[src/rtl/uart_autobaud.sv]
// uart_autobaud: measures a 0x55 sync frame on rx and drives the receiver's clocks-per-bit (option: UART_AUTOBAUD_CHECK_EN)
module uart_autobaud #(
  parameter int COUNTER_WIDTH = 24,
  parameter int DEFAULT_DELAY = 1250,
  parameter int MIN_SEG_CLKS = 8,
  parameter int IDLE_CLKS = 64
) (
  input  logic clk,
  input  logic rst_n,
  input  logic uart_rxpin,
  input  logic start,
  output logic busy,
  output logic locked,
  output logic cal_error,
  output logic rx_enable,
  output logic [COUNTER_WIDTH-1:0] delay_frames
);
  localparam int SW = COUNTER_WIDTH + 3;
  localparam int IW = $clog2(IDLE_CLKS + 1);
  typedef enum logic [2:0] {IDLE, WAIT_IDLE, WAIT_START, MEASURE, STOP_CHECK, LOCKED} state_t;
  state_t state, nxt;
  logic rx_s1, rx_s2, rx_d, fall, rise, edg, hold, err, tol_bad;
  logic [IW-1:0] idle_cnt;
  logic [SW-1:0] span, seg, seg_len;
  logic [SW:0] tgt;
  logic [2:0] fall_cnt;
  assign fall = rx_d & ~rx_s2;
  assign rise = ~rx_d & rx_s2;
  assign edg = fall | rise;
  assign seg_len = seg + 1'b1;
  assign tgt = ({1'b0, span} + (SW+1)'(4)) >> 3;
`ifdef UART_AUTOBAUD_CHECK_EN
  logic [SW-1:0] w0, diff;
  logic first;
  assign diff = seg_len > w0 ? seg_len - w0 : w0 - seg_len;
  assign tol_bad = !first && diff > (w0 >> 2);
  // latch the start-bit width as the reference for every later segment
  always_ff @(posedge clk) begin
    if (!rst_n) begin
      w0 <= '0;
      first <= 1'b1;
    end else if (state == WAIT_START) begin
      first <= 1'b1;
    end else if (state == MEASURE && edg && first) begin
      w0 <= seg_len;
      first <= 1'b0;
    end
  end
`else
  assign tol_bad = 1'b0;
`endif
  // state register
  always_ff @(posedge clk) begin
    if (!rst_n) state <= IDLE;
    else state <= nxt;
  end
  // next state and error detection; errors always fall back to WAIT_IDLE
  always_comb begin
    nxt = state;
    err = 1'b0;
    case (state)
      IDLE, LOCKED: nxt = start ? WAIT_IDLE : state;
      WAIT_IDLE:    nxt = (rx_s2 && idle_cnt == IW'(IDLE_CLKS - 1)) ? WAIT_START : state;
      WAIT_START:   nxt = fall ? MEASURE : state;
      MEASURE: begin
        err = &span || (edg && (seg_len < SW'(MIN_SEG_CLKS) || tol_bad));
        nxt = err ? WAIT_IDLE : (fall && fall_cnt == 3'd4) ? STOP_CHECK : state;
      end
      STOP_CHECK: begin
        err = hold ? fall : (&seg || (rise && (seg_len < SW'(MIN_SEG_CLKS) || tol_bad)));
        nxt = err ? WAIT_IDLE : (hold && {1'b0, seg} + (SW+1)'(2) >= tgt) ? LOCKED : state;
      end
      default: nxt = IDLE;
    endcase
  end
  // outputs decoded from state
  always_comb begin
    busy = state != IDLE && state != LOCKED;
    locked = state == LOCKED;
    rx_enable = !busy;
  end
  // synchroniser, measurement counters and calibrated result
  always_ff @(posedge clk) begin
    if (!rst_n) begin
      {rx_s1, rx_s2, rx_d} <= 3'b111;
      idle_cnt <= '0;
      span <= '0;
      seg <= '0;
      fall_cnt <= '0;
      hold <= 1'b0;
      cal_error <= 1'b0;
      delay_frames <= COUNTER_WIDTH'(DEFAULT_DELAY);
    end else begin
      {rx_s1, rx_s2, rx_d} <= {uart_rxpin, rx_s1, rx_s2};
      idle_cnt <= (state == WAIT_IDLE && rx_s2) ? idle_cnt + 1'b1 : '0;
      span <= state == MEASURE ? span + 1'b1 : state == STOP_CHECK ? span : '0;
      seg <= ((state == MEASURE && !edg) || (state == STOP_CHECK && (hold || !rise))) ? seg + 1'b1 : '0;
      fall_cnt <= state == WAIT_START ? 3'd1 : (state == MEASURE && fall) ? fall_cnt + 3'd1 : fall_cnt;
      hold <= state == STOP_CHECK && (hold || rise);
      cal_error <= err;
      if (state == STOP_CHECK && nxt == LOCKED) delay_frames <= tgt[COUNTER_WIDTH-1:0];
    end
  end
endmodule

[config.mk]
export PLATFORM = sky130hd
export DESIGN_NAME = uart_autobaud
export DESIGN_NICKNAME = d
export VERILOG_FILES = /design/src/rtl/uart_autobaud.sv
export SDC_FILE = /design/constraint.sdc
export NUM_CORES = 1
export LEC_CHECK = 0
export CAP_MARGIN = 15
export CORE_UTILIZATION = 60
export CTS_BUF_LIST = sky130_fd_sc_hd__clkbuf_4 sky130_fd_sc_hd__clkbuf_8
export DETAILED_ROUTE_END_ITERATION = 8
export MAX_ROUTING_LAYER = met4
export PLACE_DENSITY = 0.9
export SLEW_MARGIN = 15
export SYNTH_ARGS = -nofsm -noshare
export SYNTH_HDL_FRONTEND = slang
export SYNTH_SLANG_ARGS = --single-unit
[constraint.sdc]
create_clock -name clk -period 5 [get_ports clk]
set_clock_uncertainty 0.2 [all_clocks]
set_input_delay 0.5 -clock clk [delete_from_list [all_inputs] [get_ports clk]]
set_output_delay 0.5 -clock clk [all_outputs]
set_load 0.02 [all_outputs]
### After elaboration in Yosys (flattened, before gate mapping)

Cells that the tools add are included.

| word-level totals | value |
|---|---|
| bits in registers | 96 |
| word-level logic and storage cells | 79 |

| operators by class | value |
|---|---|
| reduce and logical (&&, ||, !) cells | 29 |
| bitwise gates (word level) | 6 |
| muxes and demuxes | 14 |
| $lt $le $gt $ge | 2 |
| add/sub/neg operators | 6 |
| equal/unequal tests | 10 |

Operators with widths:

| operator | count |
|---|---|
| $add A27 B1 Y27 const B | 2 |
| $mux W27 | 2 |
| $reduce_and A27 Y1 | 2 |
| $add A27 B2 Y28 const B | 1 |
| $add A27 B3 Y28 const B | 1 |
| $ge A28 B25 Y1 | 1 |
| $lt A27 B4 Y1 const B | 1 |
| $mux W3 | 7 |
| $pmux W3 S5 | 1 |
| $eq A3 B3 Y1 const B | 4 |
| $logic_and A1 B1 Y1 | 12 |
| $add A7 B1 Y7 const B | 1 |
| $eq A7 B6 Y1 const B | 1 |
| $eq A3 B2 Y1 const B | 2 |
| $logic_or A1 B1 Y1 | 5 |
| $reduce_and A2 Y1 | 2 |
| $reduce_or A2 Y1 | 2 |
| $add A3 B1 Y3 const B | 1 |
| $eq A3 B1 Y1 const B | 1 |
| $logic_not A1 Y1 | 3 |
| $logic_not A3 Y1 | 1 |
| $mux W1 | 3 |
| $ne A3 B3 Y1 const B | 1 |
| $not A1 Y1 | 3 |
| 6 further kinds | 7 |

### Logic depth before layout (Yosys ltp)

| logic depth | value |
|---|---|
| word-level depth | 9 |
| mapped depth | 17 |
| depth with buffers taken out | 16 |

### Least setup slack after synthesis

OpenSTA, ideal clock, no wires.

| timing path | value |
|---|---|
| path kind | register -> register |
| start point | register span[5] |
| end point | register delay_frames[10] |
| buffers on the path | 2 |
| slack | 0.869 ns |
| period minus slack after synthesis | 4.131 ns |
| data required time | 4.679 ns |
| library setup time | 0.121 ns |
| data arrival time | 3.809 ns |
| cell stages (with the launch flop) | 18 |
| cells stage by stage | dfxtp_1 clkbuf_1 nand4_1 nor4_1 and3_1 and3_1 nand3_1 xor2_1 ha_1 a21o_1 a21o_1 a21oi_1 o21a_1 a2bb2oi_1 a22oi_1 nand4_4 buf_6 mux2_4 |

| between the ends | value |
|---|---|
| longest elaborated chain between the ends | 8 |
| elaborated cells between the ends (all ways) | 11 |
| those cells by class | add/sub (1); order compare (1); eq/ne (1); mux (4); reduce/logical (4) |

Ends and longest elaborated chain:

| item | RTL line | RTL |
|---|---|---|
| start, declared | 24 | `logic [SW-1:0] span, seg, seg_len;` |
| start signal, assigned | 96 | `span <= state == MEASURE ? span + 1'b1 : state == STOP_CHECK ? span : '0;` |
| $add A27 B3 Y28 | 31 | `assign tgt = ({1'b0, span} + (SW+1)'(4)) >> 3;` |
| $ge A28 B25 Y1 | 71 | `nxt = err ? WAIT_IDLE : (hold && {1'b0, seg} + (SW+1)'(2) >= tgt) ? LOCKED : state;` |
| $logic_and A1 B1 Y1 | 71 |  |
| $mux W3 (2 in a row) | 71 |  |
| $pmux W3 S5 | 61 | `case (state)` |
| $eq A3 B3 Y1 | 101 | `if (state == STOP_CHECK && nxt == LOCKED) delay_frames <= tgt[COUNTER_WIDTH-1:0];` |
| $logic_and A1 B1 Y1 | 101 |  |
| end signal, assigned | 92 | `delay_frames <= COUNTER_WIDTH'(DEFAULT_DELAY);` |
| end signal, assigned | 101 |  |
| end, declared | 16 | `output logic [COUNTER_WIDTH-1:0] delay_frames` |

Parallel ways exist; a longest one is shown, timed or not.
A chain may end at the register's enable or synchronous reset.

### Worst setup path in the final report

| timing path | value |
|---|---|
| start point | register span[2] |
| end point | register delay_frames[5] |

Same word-level chain as after synthesis.

==> implementation parameters <==
Parameter                              Value

Job
  Max_cap viols ... 0

CTS
  Number of buffers on the longest clock path ... 2
  Clk sinks ... 96
  Worst skew pair latency ... 0.39 ns
  Root buffer cell ... sky130_fd_sc_hd__clkbuf_8
  Post-CTS Setup Inserts ... 0
  Resized Gates After CTS ... 0
  Clock tree from TritonCTS ... built
  Clock buffers created by TritonCTS ... 9
  Clock transition time at the flip-flop clock pins of the worst setup and hold paths ... 0.09 ns
  H-tree depth ... 3
  Hold-fix buffer count after cts ... 0

Hold path
  Hold Path Origin ... delay_frames[21]
  Type of the tightest min-delay check ... register to register
  Endpoint of the worst hold path ... delay_frames[21]
  Hold Path Stages ... 2

Yosys
  Unique masters post-synth ... 64
  Count of state elements after synthesis ... 96
  Number of enable flip-flop cells after synthesis ... 0
  Most area-consuming cells after synthesis ... sky130_fd_sc_hd__dfxtp_1 32%, sky130_fd_sc_hd__ha_1 7.1%, sky130_fd_sc_hd__xnor2_1 7.0%
  Most area-hungry cell type in the Yosys netlist ... sky130_fd_sc_hd__dfxtp_1
  Synth Instances ... 736
  Avg Inst Size Synth ... 8.15 sq um
  Synthesized netlist net count ... 774
  Netlist area before placement ... 6000 sq um
  Area share of the leading cell type in the synthesized netlist ... 32.0%
  Share of async-settable or async-resettable flops after synthesis ... 0%
  Synth warnings ... 0
  Post-synthesis sequential area ratio ... 32.0%
  Primary flip-flop cell chosen by synthesis mapping ... sky130_fd_sc_hd__dfxtp_1

Timing
  RSZ-0062 raised after global routing ... false
  Slew at the pin closest to its max-slew limit ... 0.925 ns
  Number of failing setup endpoints in the final timing report ... 0
  WHS ... 0.271 ns
  Max-slew headroom at the worst pin ... 38.2%
  Clock period minus worst slack ... 4.62 ns
  Accumulated negative setup slack ... 0 ns
  Final Slew Violations ... 0
  Highest clock rate ... 0.216 GHz
  Final-report hold violation count ... 0
  Post-route fraction of the period consumed by the critical path ... 92.4%

Detailed routing
  Mean number of vias per cell ... 6.11
  Post-detailed-route DRC marker count ... 0
  Routed wirelength normalized by instance count ... 17.0 um
  Final Routed Wirelength ... 15100 um
  DRT antenna net count ... 0
  Drt initial violations ... 365
  Vias after detailed routing ... 5418
  DR pass1 iterations ... 8

Setup path
  Setup crit start kind ... register
  Type of element capturing the critical path ... register
  Data required time at the worst endpoint ... 5.08 ns
  Worst reg2reg setup slack ... 0.38 ns
  R2r startpoint ... span[2]
  Crit Reg-Reg Endpoint ... delay_frames[5]
  Class of the most critical setup path ... register to register
  Depth of the most critical reg-to-reg path ... 18
  Endpoint arrival time on the critical path ... 4.70 ns
  Critical-path maximum fanout ... 15

Cells and area
  FILL cells ... 829
  Flip-flop and latch area ... 1920 sq um
  Number of inserted diodes ... 0
  Fraction of final layout cells sized beyond drive strength 1 ... 6.10%
  P&R area growth vs syn ... 9.97%
  Number of standard cells in the final layout excluding fillers ... 887
  Commonest cells after routing, fill and taps aside ... 96 x sky130_fd_sc_hd__dfxtp_1, 91 x sky130_fd_sc_hd__nand2_1, 67 x sky130_fd_sc_hd__nor2_1, 48 x sky130_fd_sc_hd__xnor2_1, 47 x sky130_fd_sc_hd__nand3_1
  Area of the multi-input gates ... 3830 sq um
  Net count reported at finish ... 787
  Leading cell type in the layout, fill and taps excluded ... sky130_fd_sc_hd__dfxtp_1

Placed design
  Total instance count after detailed placement ... 867
  IO buf count ... 31
  Placer's final routability congestion estimate ... 0.931
  HPWL Detailed ... 10800 um

Floorplan
  Die footprint ... 10400 sq um
  Placeable core region ... 9730 sq um
  Horizontal extent of the die ... 102 um
  Cell Rows ... 36
  Floorplan die height ... 102 um
  Initial cell density of the core ... 61.6%
  Count of pins on the block boundary ... 32

Status
  Status ... complete, no violations

Global route
  Pin count of the biggest net entering global routing ... 50
  GRT overflow ... 0
  Global-route wire length before repair ... 24600 um
  All-layer global routing usage ... 31.4%
  Initial antenna violation count ... 0
  Vias in the first global route ... 5108

Power and ir drop
  Peak ir drop on the vdd network ... 151 uV
  Total power density per cell area ... 206 nW/um^2
  Static power due to leakage ... 2.50 nW
cell usage after synthesis (3+ instances only):
| cell | n |
|---|---|
| sky130_fd_sc_hd__nand4_1 | 20 |
| sky130_fd_sc_hd__mux2_2 | 4 |
| sky130_fd_sc_hd__xnor2_1 | 48 |
| sky130_fd_sc_hd__and2_1 | 11 |
| sky130_fd_sc_hd__a41oi_1 | 3 |
| sky130_fd_sc_hd__nand2b_1 | 26 |
| sky130_fd_sc_hd__or3_1 | 3 |
| sky130_fd_sc_hd__a21o_1 | 9 |
| sky130_fd_sc_hd__nor2_1 | 67 |
| sky130_fd_sc_hd__nor3b_1 | 4 |
| sky130_fd_sc_hd__nor2b_1 | 7 |
| sky130_fd_sc_hd__a21oi_1 | 19 |
| sky130_fd_sc_hd__xor2_1 | 34 |
| sky130_fd_sc_hd__nor4_1 | 8 |
| sky130_fd_sc_hd__o211a_1 | 3 |
| sky130_fd_sc_hd__dfxtp_1 | 96 |
| sky130_fd_sc_hd__a31oi_1 | 5 |
| sky130_fd_sc_hd__clkbuf_1 | 26 |
| sky130_fd_sc_hd__buf_4 | 4 |
| sky130_fd_sc_hd__o21ai_0 | 35 |
| sky130_fd_sc_hd__buf_2 | 7 |
| sky130_fd_sc_hd__and4_1 | 6 |
| sky130_fd_sc_hd__ha_1 | 34 |
| sky130_fd_sc_hd__nor3_1 | 15 |
| sky130_fd_sc_hd__o31ai_1 | 4 |
| sky130_fd_sc_hd__mux2i_1 | 19 |
| sky130_fd_sc_hd__nand3_1 | 47 |
| sky130_fd_sc_hd__and3_1 | 16 |
| sky130_fd_sc_hd__mux2_4 | 4 |
| sky130_fd_sc_hd__nand2_1 | 91 |
| sky130_fd_sc_hd__or4_1 | 5 |
| sky130_fd_sc_hd__inv_1 | 14 |
| sky130_fd_sc_hd__clkbuf_2 | 3 |
where the power goes:
part / switching (W) / internal, W
logic: 0.0000207 / 0.0000120
clock network: 0.000297 / 0.000262
registers: 0.00000243 / 0.000766
total: 0.000320 / 0.00104
routing by layer:
metal,up-vias,share of wire [%],track usage (%)
li1,2609,-,-
met2,228,48,49.8
met5,-,0,-
met3,49,6.2,4.51
met4,0,2.8,14.8
met1,2532,44,39.4
registers in the layout (all words and copies together) (netlist names):
name and flops:
seg 27, span 27, delay_frames 24, idle_cnt 7, fall_cnt 3, state 3, cal_error 1, hold 1
rx_d 1, rx_s1 1, rx_s2 1
cell families (layout without fill, tap and decap cells):
logic type,after synthesis,after routing,synth area share (%)
AO/OA/AOI/OAI,104,104,11.3
multiplexers,27,27,4.92
AND/OR/NAND/NOR,338,338,28.7
flip-flops,96,96,32.0
adder cells (fa/ha/maj),34,34,7.09
XOR/XNOR,82,82,12.0
buffers and inverters,55,73,4.03
per-stage QoR:
stage          power [W]  utilization [%]  setup slack (ns)  area, sq um
3_5_place_dp    0.000819             65.2             0.338         6340
2_1_floorplan   0.000809                -             0.869         6000
3_3_place_gp    0.000818             65.2             0.603         6340
6_report         0.00136             67.8             0.378         6600
4_1_cts          0.00136             67.3             0.319         6550
5_1_grt          0.00140             67.8            0.0739         6600
worst max-delay path by stage:
stage                     cells after the start                to     from  slack (ns)
after global placement                       15  delay_frames[16]  span[5]        0.60
after global routing                         18   delay_frames[3]  span[2]        0.07
after CTS                                    15  delay_frames[19]  span[5]        0.32
after detailed placement                     15  delay_frames[22]  span[5]        0.34
final                                        18   delay_frames[5]  span[2]        0.38
after floorplan                              17  delay_frames[10]  span[5]        0.87
final cells by class:
type / count / area share (%)
clock inverters: 5 / 0.930
flip-flops and latches: 96 / 29.1
inverters: 14 / 0.797
repair buffers: 43 / 6.18
clock buffers: 11 / 2.30
well taps: 133 / 2.52
multi-input cells: 585 / 58.1
worst max-delay path, stage by stage (launching register included):
cell and delay, ns:
sky130_fd_sc_hd__dfxtp_1 0.43, sky130_fd_sc_hd__ha_1 0.31, sky130_fd_sc_hd__nand2_1 0.18, sky130_fd_sc_hd__nor4_1 0.31
sky130_fd_sc_hd__buf_4 0.18, sky130_fd_sc_hd__and3_1 0.25, sky130_fd_sc_hd__and3_1 0.29, sky130_fd_sc_hd__nand3_1 0.16
sky130_fd_sc_hd__xor2_1 0.27, sky130_fd_sc_hd__ha_1 0.29, sky130_fd_sc_hd__a21o_1 0.18, sky130_fd_sc_hd__a21o_1 0.17
sky130_fd_sc_hd__a21oi_1 0.13, sky130_fd_sc_hd__o21a_1 0.13, sky130_fd_sc_hd__a2bb2oi_1 0.19, sky130_fd_sc_hd__a22oi_1 0.16
sky130_fd_sc_hd__nand4_4 0.16, sky130_fd_sc_hd__buf_12 0.17, sky130_fd_sc_hd__mux2_2 0.34
(Power assumes the default switching activity.)
